[config.mk]
export PLATFORM = sky130hd
export DESIGN_NAME = wb_slave_rr_arbiter
export DESIGN_NICKNAME = d
export VERILOG_FILES = /design/src/rtl/wb_slave_rr_arbiter.sv
export SDC_FILE = /design/constraint.sdc
export NUM_CORES = 1
export LEC_CHECK = 0
export BUFFER_PORTS_ARGS = -buffer_cell sky130_fd_sc_hd__buf_2
export CAP_MARGIN = 20
export CORE_AREA = 2 2 113 115
export CTS_BUF_LIST = sky130_fd_sc_hd__clkbuf_2 sky130_fd_sc_hd__clkbuf_4 sky130_fd_sc_hd__clkbuf_8
export DETAILED_ROUTE_END_ITERATION = 10
export DIE_AREA = 0 0 115 117
export GPL_ROUTABILITY_DRIVEN = 0
export SYNTH_ARGS = -nofsm -noshare
export SYNTH_HDL_FRONTEND = slang
export SYNTH_SLANG_ARGS = --single-unit
[constraint.sdc]
create_clock -name clk -period 3.5 [get_ports clk]
set_clock_uncertainty 0.15 [all_clocks]
set_input_delay 0.525 -clock clk [delete_from_list [all_inputs] [get_ports clk]]
set_output_delay 0.525 -clock clk [all_outputs]
set_load 0.005 [all_outputs]
[src/rtl/wb_slave_rr_arbiter.sv]
// -----------------------------------------------------------------------------
// wb_slave_rr_arbiter
//
// Shares one Wishbone B3 slave port between NR_MASTERS bus masters using
// round-robin arbitration. A winning master keeps the grant for as long as it
// holds cyc, so back-to-back strobes inside one cycle frame are never split.
// A watchdog terminates a strobe that waits too long for ack/err. It does so
// with a one-cycle error response, so a dead slave cannot lock up the bus.
//
// Parameters
//   NR_MASTERS  number of requesting masters (2..8)
//   TIMEOUT     cycles a strobe may wait for ack/err before abort; 0 disables
//
// Ports (master buses are flattened, master m occupies slice m)
//   clk          rising-edge clock
//   rst_sys_n    synchronous active-low reset
//   m_adr_i      32*NR_MASTERS  master addresses
//   m_dat_i      32*NR_MASTERS  master write data
//   m_sel_i      4*NR_MASTERS   master byte selects
//   m_we_i       NR_MASTERS     master write enables
//   m_cyc_i      NR_MASTERS     master cycle requests
//   m_stb_i      NR_MASTERS     master strobes
//   m_ack_o      NR_MASTERS     per-master ack (granted master only)
//   m_err_o      NR_MASTERS     per-master err (granted master only)
//   m_dat_o      32             slave read data, broadcast to all masters
//   s_adr_o      32             slave address
//   s_dat_o      32             slave write data
//   s_sel_o      4              slave byte selects
//   s_we_o       1              slave write enable
//   s_cyc_o      1              slave cycle
//   s_stb_o      1              slave strobe
//   s_ack_i      1              slave ack
//   s_err_i      1              slave err
//   s_dat_i      32             slave read data
//   grant_o      NR_MASTERS     registered one-hot grant, zero when idle
//   timeout_o    1              one-cycle pulse per watchdog abort
// -----------------------------------------------------------------------------
module wb_slave_rr_arbiter #(
  parameter int NR_MASTERS = 2,
  parameter int TIMEOUT    = 256
) (
  input  logic                     clk,
  input  logic                     rst_sys_n,
  // master side
  input  logic [32*NR_MASTERS-1:0] m_adr_i,
  input  logic [32*NR_MASTERS-1:0] m_dat_i,
  input  logic [4*NR_MASTERS-1:0]  m_sel_i,
  input  logic [NR_MASTERS-1:0]    m_we_i,
  input  logic [NR_MASTERS-1:0]    m_cyc_i,
  input  logic [NR_MASTERS-1:0]    m_stb_i,
  output logic [NR_MASTERS-1:0]    m_ack_o,
  output logic [NR_MASTERS-1:0]    m_err_o,
  output logic [31:0]              m_dat_o,
  // slave side
  output logic [31:0]              s_adr_o,
  output logic [31:0]              s_dat_o,
  output logic [3:0]               s_sel_o,
  output logic                     s_we_o,
  output logic                     s_cyc_o,
  output logic                     s_stb_o,
  input  logic                     s_ack_i,
  input  logic                     s_err_i,
  input  logic [31:0]              s_dat_i,
  // status
  output logic [NR_MASTERS-1:0]    grant_o,
  output logic                     timeout_o
);

  // ---------------------------------------------------------------------------
  // Local parameters
  // ---------------------------------------------------------------------------
  localparam int IDX_W = (NR_MASTERS > 1) ? $clog2(NR_MASTERS) : 1;
  localparam int CNT_W = (TIMEOUT > 0) ? $clog2(TIMEOUT + 1) : 1;
  localparam bit WD_EN = (TIMEOUT != 0);

  localparam logic [CNT_W-1:0] CNT_LIMIT = CNT_W'(TIMEOUT);
  localparam logic [IDX_W-1:0] LAST_RST  = IDX_W'(NR_MASTERS - 1);

  localparam logic [1:0] ST_IDLE  = 2'd0;
  localparam logic [1:0] ST_BUSY  = 2'd1;
  localparam logic [1:0] ST_ABORT = 2'd2;

  // ---------------------------------------------------------------------------
  // Per-master views of the flattened buses
  // ---------------------------------------------------------------------------
  logic [31:0] adr_arr [NR_MASTERS];
  logic [31:0] dat_arr [NR_MASTERS];
  logic [3:0]  sel_arr [NR_MASTERS];

  for (genvar m = 0; m < NR_MASTERS; m++) begin : g_unpack
    assign adr_arr[m] = m_adr_i[32*m +: 32];
    assign dat_arr[m] = m_dat_i[32*m +: 32];
    assign sel_arr[m] = m_sel_i[4*m +: 4];
  end

  // ---------------------------------------------------------------------------
  // State
  // ---------------------------------------------------------------------------
  logic [1:0]            state,     state_nxt;
  logic [NR_MASTERS-1:0] grant,     grant_nxt;
  // last doubles as the index of the granted master while BUSY/ABORT, since it
  // is updated in the same cycle the grant is registered.
  logic [IDX_W-1:0]      last,      last_nxt;
  logic [CNT_W-1:0]      cnt,       cnt_nxt;

  logic [IDX_W-1:0]      pick_idx;
  logic [CNT_W-1:0]      cnt_inc;
  logic                  cyc_gnt;
  logic                  stb_gnt;

  assign cyc_gnt = m_cyc_i[last];
  assign stb_gnt = m_stb_i[last];

  // Saturating increment; the abort normally fires before saturation, but the
  // counter must never wrap back to zero and silently restart the timeout.
  assign cnt_inc = (cnt == CNT_LIMIT) ? cnt : cnt + 1'b1;

  // ---------------------------------------------------------------------------
  // Round-robin pick: first requester scanning from last+1, wrapping
  // ---------------------------------------------------------------------------
  function automatic logic [IDX_W-1:0] rr_pick(input logic [IDX_W-1:0]      from_last,
                                               input logic [NR_MASTERS-1:0] req);
    logic [IDX_W-1:0] pick;
    logic [IDX_W-1:0] cand;
    logic             found;
    pick  = from_last;
    found = 1'b0;
    for (int i = 1; i <= NR_MASTERS; i++) begin
      cand = IDX_W'((int'(from_last) + i) % NR_MASTERS);
      if (!found && req[cand]) begin
        pick  = cand;
        found = 1'b1;
      end
    end
    return pick;
  endfunction

  assign pick_idx = rr_pick(last, m_cyc_i);

  // ---------------------------------------------------------------------------
  // Next-state logic
  // ---------------------------------------------------------------------------
  always_comb begin
    // NOTE: every variable driven here gets a default first, so no path through
    // the case statement can leave it unassigned and infer a latch.
    state_nxt = state;
    grant_nxt = grant;
    last_nxt  = last;
    cnt_nxt   = cnt;

    case (state)
      ST_IDLE: begin
        cnt_nxt = '0;
        if (|m_cyc_i) begin
          state_nxt           = ST_BUSY;
          last_nxt            = pick_idx;
          grant_nxt           = '0;
          grant_nxt[pick_idx] = 1'b1;
        end
      end

      ST_BUSY: begin
        if (!cyc_gnt) begin
          // Release takes precedence over the watchdog: the master gave up.
          state_nxt = ST_IDLE;
          grant_nxt = '0;
          cnt_nxt   = '0;
        end else if (!stb_gnt || s_ack_i || s_err_i) begin
          cnt_nxt = '0;
        end else if (WD_EN) begin
          cnt_nxt = cnt_inc;
          if (cnt_inc == CNT_LIMIT) begin
            state_nxt = ST_ABORT;
          end
        end
      end

      ST_ABORT: begin
        cnt_nxt = '0;
        if (cyc_gnt) begin
          state_nxt = ST_BUSY;
        end else begin
          state_nxt = ST_IDLE;
          grant_nxt = '0;
        end
      end

      default: begin
        state_nxt = ST_IDLE;
        grant_nxt = '0;
        cnt_nxt   = '0;
      end
    endcase
  end

  // ---------------------------------------------------------------------------
  // Registers
  // ---------------------------------------------------------------------------
  always_ff @(posedge clk) begin
    // NOTE: non-blocking assignments so every register samples the pre-edge
    // values of the others, independent of statement order.
    if (!rst_sys_n) begin
      state <= ST_IDLE;
      grant <= '0;
      last  <= LAST_RST;
      cnt   <= '0;
    end else begin
      state <= state_nxt;
      grant <= grant_nxt;
      last  <= last_nxt;
      cnt   <= cnt_nxt;
    end
  end

  assign grant_o = grant;

  // ---------------------------------------------------------------------------
  // Bus routing (combinational from state and inputs)
  // ---------------------------------------------------------------------------
  // Gating with rst_sys_n keeps the slave quiet and suppresses responses while
  // reset is held, even before the first edge has cleared the state.
  always_comb begin
    s_adr_o   = '0;
    s_dat_o   = '0;
    s_sel_o   = '0;
    s_we_o    = 1'b0;
    s_cyc_o   = 1'b0;
    s_stb_o   = 1'b0;
    m_ack_o   = '0;
    m_err_o   = '0;
    timeout_o = 1'b0;

    if (rst_sys_n) begin
      case (state)
        ST_BUSY: begin
          s_adr_o       = adr_arr[last];
          s_dat_o       = dat_arr[last];
          s_sel_o       = sel_arr[last];
          s_we_o        = m_we_i[last];
          s_cyc_o       = cyc_gnt;
          s_stb_o       = stb_gnt;
          // err wins a simultaneous ack/err so the master never sees both.
          m_err_o[last] = s_err_i;
          m_ack_o[last] = s_ack_i & ~s_err_i;
        end
        ST_ABORT: begin
          // Slave is released and any late response is dropped.
          m_err_o[last] = 1'b1;
          timeout_o     = 1'b1;
        end
        default: ;
      endcase
    end
  end

  assign m_dat_o = s_dat_i;

endmodule

==> results_tabular.tex <==
\begin{tabular}{lr}
\hline
Metric & Value \\
\hline
\multicolumn{2}{l}{\textbf{Outcome}} \\
\quad Outcome & complete, no violations \\
\multicolumn{2}{l}{\textbf{Placement}} \\
\quad HPWL Detailed & a little under 7000 um \\
\quad Placed Cells & 624 \\
\quad Number of port buffers & between 200 and 250 \\
\quad Cell area reported after detailed placement & between 3000 and 4000 sq um \\
\multicolumn{2}{l}{\textbf{Power}} \\
\quad Static leakage & between 0.002 and 0.0025 uW \\
\quad Power per cell area & about 230 nW/um\^{}2 \\
\quad Worst supply voltage drop on vdd & between 100 and 150 uV \\
\multicolumn{2}{l}{\textbf{Route}} \\
\quad Total via count in the routed design & approximately 2,700 \\
\quad Number of optimization iterations in the first detailed-route pass & 4 \\
\quad Routed wire length per instance & approximately 13 um \\
\quad First-iteration detailed-routing DRC count & 120 \\
\quad Total DRC errors in the routed layout & 0 \\
\quad Detailed Route WL & roughly 8000 um \\
\quad Drt via density & 4.25 \\
\quad Detail Route Antenna Nets & 0 \\
\multicolumn{2}{l}{\textbf{Synthesis}} \\
\quad Most frequent cell after synthesis & nor2\_1 \\
\quad Average cell area after synthesis & 7.46 sq um \\
\quad Distinct cell type count after synthesis & 39 \\
\quad Ranking of synthesized cells by area & mux2i\_1, nor2\_1, dfxtp\_1, buf\_4, ha\_1 \\
\quad Count of flip-flops with a built-in enable after synthesis & 0 \\
\quad Post-synth top cells & nor2\_1, mux2i\_1, buf\_4 \\
\quad Synthesized instance count & 300 \\
\quad Part of the Yosys area used for sequential elements & 0.125 \\
\quad Most area-hungry cell type in the Yosys netlist & mux2i\_1 \\
\quad Flip-flop cell with the highest count after synthesis & dfxtp\_1 \\
\quad Syn nets & a little under 500 \\
\quad Number of storage elements in the synthesis netlist & 14 \\
\quad Async set-reset flop share out of synthesis & 0 \\
\quad Netlist Area Pre-Place & roughly 2200 sq um \\
\quad Yosys warns & 0 \\
\quad Portion of synthesized cell area occupied by the leading cell type & 0.322 \\
\multicolumn{2}{l}{\textbf{Clocking}} \\
\quad Total CTS buffers & 3 \\
\quad Setup Buffers After CTS & 0 \\
\quad Maximum number of buffers from clock root to sink & 2 \\
\quad CTS-repair resized insts & 0 \\
\quad \# H-tree levels & 1 \\
\quad CTS sink cnt & 14 \\
\quad Clock insertion delay at the later pin of the skew report & approximately 0.25 ns \\
\quad Clock tree from TritonCTS & yes \\
\quad Clock slew at reported path FFs & about 0.06 ns \\
\quad Clock root buffer master & clkbuf\_8 \\
\quad Cts-stage hold buffer count & 0 \\
\multicolumn{2}{l}{\textbf{Global route}} \\
\quad Total track usage & 0.100 \\
\quad Initial antenna violation count & 0 \\
\quad Global-route wire length before repair & 10,600 um \\
\quad GRT Residual Overflow & 0 \\
\quad Via count of the first global-routing pass & 2,276 \\
\quad Largest net degree at the start of global routing & 47 \\
\multicolumn{2}{l}{\textbf{Floorplanning}} \\
\quad Core area & 12,300 sq um \\
\quad Total I/O pin count & between 200 and 300 \\
\quad Initial core utilization & 0.182 \\
\quad Die Footprint & 13,500 sq um \\
\quad Std cell rows & between 40 and 50 \\
\quad Die width & 115 um \\
\quad Chip Height & 117 um \\
\multicolumn{2}{l}{\textbf{Timing}} \\
\quad Final Setup Violations & 0 \\
\quad Remaining max-slew budget at the tightest pin & 0.413 \\
\quad Count of final hold-check violations & 0 \\
\quad Time the final worst path needs with I/O delays and setup & around 2.7 ns \\
\quad Max Clock Freq & approximately 370 MHz \\
\quad Pins Over Slew Limit & 0 \\
\quad Total Neg Setup Slack & 0 ns \\
\quad Final cycle utilization of the critical path & 0.779 \\
\quad Setup repair after global routing missed its margin & no \\
\quad Pin slew with the least headroom to its limit & about 0.88 ns \\
\multicolumn{2}{l}{\textbf{Worst setup path}} \\
\quad Worst reg2reg endpoint & state[1] \\
\quad Startpoint type of the worst setup path & flop \\
\quad CP endpoint kind & output pin \\
\quad Largest fanout on the critical path & 46 \\
\quad Setup slack of the worst register-to-register path & between 1 and 1.5 ns \\
\quad Worst flop-to-flop path startpoint & last \\
\quad Register-to-Register Path Depth & 5 \\
\quad Signal arrival time at the worst endpoint & 2.05 ns \\
\quad Crit Path Category & reg -> out \\
\quad Critical path data required time & approximately 2.8 ns \\
\multicolumn{2}{l}{\textbf{Worst hold path}} \\
\quad Hold WC Path Type & reg -> reg \\
\quad Endpoint of the worst hold path & state[0] \\
\quad Critical hold path startpoint & state[0] \\
\quad Hold Path Depth & 2 \\
\multicolumn{2}{l}{\textbf{Final layout}} \\
\quad Final \#Nets & about 660 \\
\quad Layout-stage area growth over the synthesis result & 47.9\% \\
\quad Share of final-layout standard cells stronger than drive strength 1 & 0.502 \\
\quad Post-route cell area & between 3000 and 4000 sq um \\
\quad Layout Cells excl Fill & 628 \\
\quad Count of inserted antenna diode cells & 0 \\
\quad Util after Layout & 0.269 \\
\multicolumn{2}{l}{\textbf{Job}} \\
\quad \# Max-Cap Violations & 0 \\
\hline
\end{tabular}
==> flip-flops by register name, indices dropped and copies added (netlist names) <==
signal	count
grant_o	2
state	2
cnt	9
last	1
==> per-stage QoR <==
step / hold slack (ns) / power (uW) / setup WS, ns
global route: 0.425 / 822 / 0.549
floorplan: 0.322 / 454 / 1.55
CTS: 0.367 / 767 / 0.718
detailed placement: 0.358 / 616 / 0.947
finish: 0.367 / 759 / 0.772
global placement: 0.357 / 617 / 0.958
==> how the worst max path moves through the flow <==
stage	slack, ns	cells after the start	endpoint	start
3_5_place_dp	0.95	5	s_stb_o	rst_sys_n
2_1_floorplan	1.55	4	s_adr_o[0]	rst_sys_n
3_3_place_gp	0.96	5	s_stb_o	rst_sys_n
4_1_cts	0.72	6	s_stb_o	state[1]
6_report	0.77	6	s_dat_o[17]	state[1]
5_1_grt	0.55	6	s_dat_o[14]	state[1]
==> logic make-up after synthesis <==
family / after synthesis / synth area share
AOI/OAI and AO/OA: 14 / 0.0420
and+or+nand+nor: 124 / 0.263
muxes: 74 / 0.334
DFF: 14 / 0.125
buffers and inverters: 56 / 0.155
xor gates and xnor gates: 11 / 0.0431
adders and majority gates: 7 / 0.0380
==> layout by cell type, fill, tap and decap left out, types with 2 or more instances in the layout <==
cell type / n
a21oi_1: 5
inv_1: 5
nor3_1: 2
nand3_1: 3
xor2_1: 5
o21ai_0: 4
nor3b_1: 4
and2_1: 4
xnor2_1: 6
buf_12: 2
nor2b_1: 4
dfxtp_1: 13
clkbuf_8: 3
nor2_1: 85
buf_2: 223
ha_1: 6
mux2i_1: 72
nand2_1: 10
==> layer usage <==
metal  up-vias  GRT usage  wire length (um)
li1       1332          -                 -
met1      1168      0.127              3240
met2       156      0.175              3880
met3        13     0.0160               789
met4         0     0.0321                96
met5         -          0                 0
==> area by class of cell <==
class / count / area [sq um]
Fill cell: 1374 / 9000
Multi-Input combinational cell: 230 / 1610
Timing Repair Buffer: 225 / 1160
Sequential cell: 14 / 284
Tap cell: 150 / 188
Clock buffer: 4 / 48.8
Inverter: 5 / 18.8
==> report_power, final <==
group	total [uW]	internal, uW	switching [uW]
Sequential	199	167	32.3
Clock	149	88.4	60.5
Combinational	411	222	189
==> critical path, cell delays in order (launching register included) <==
cell     delay (ns)
dfxtp_1        0.38
inv_1          0.08
ha_1           0.22
nand2_2        0.65
buf_12         0.25
nor2_1         0.07
buf_2          0.13
Power figures use the tool's default switching activity.
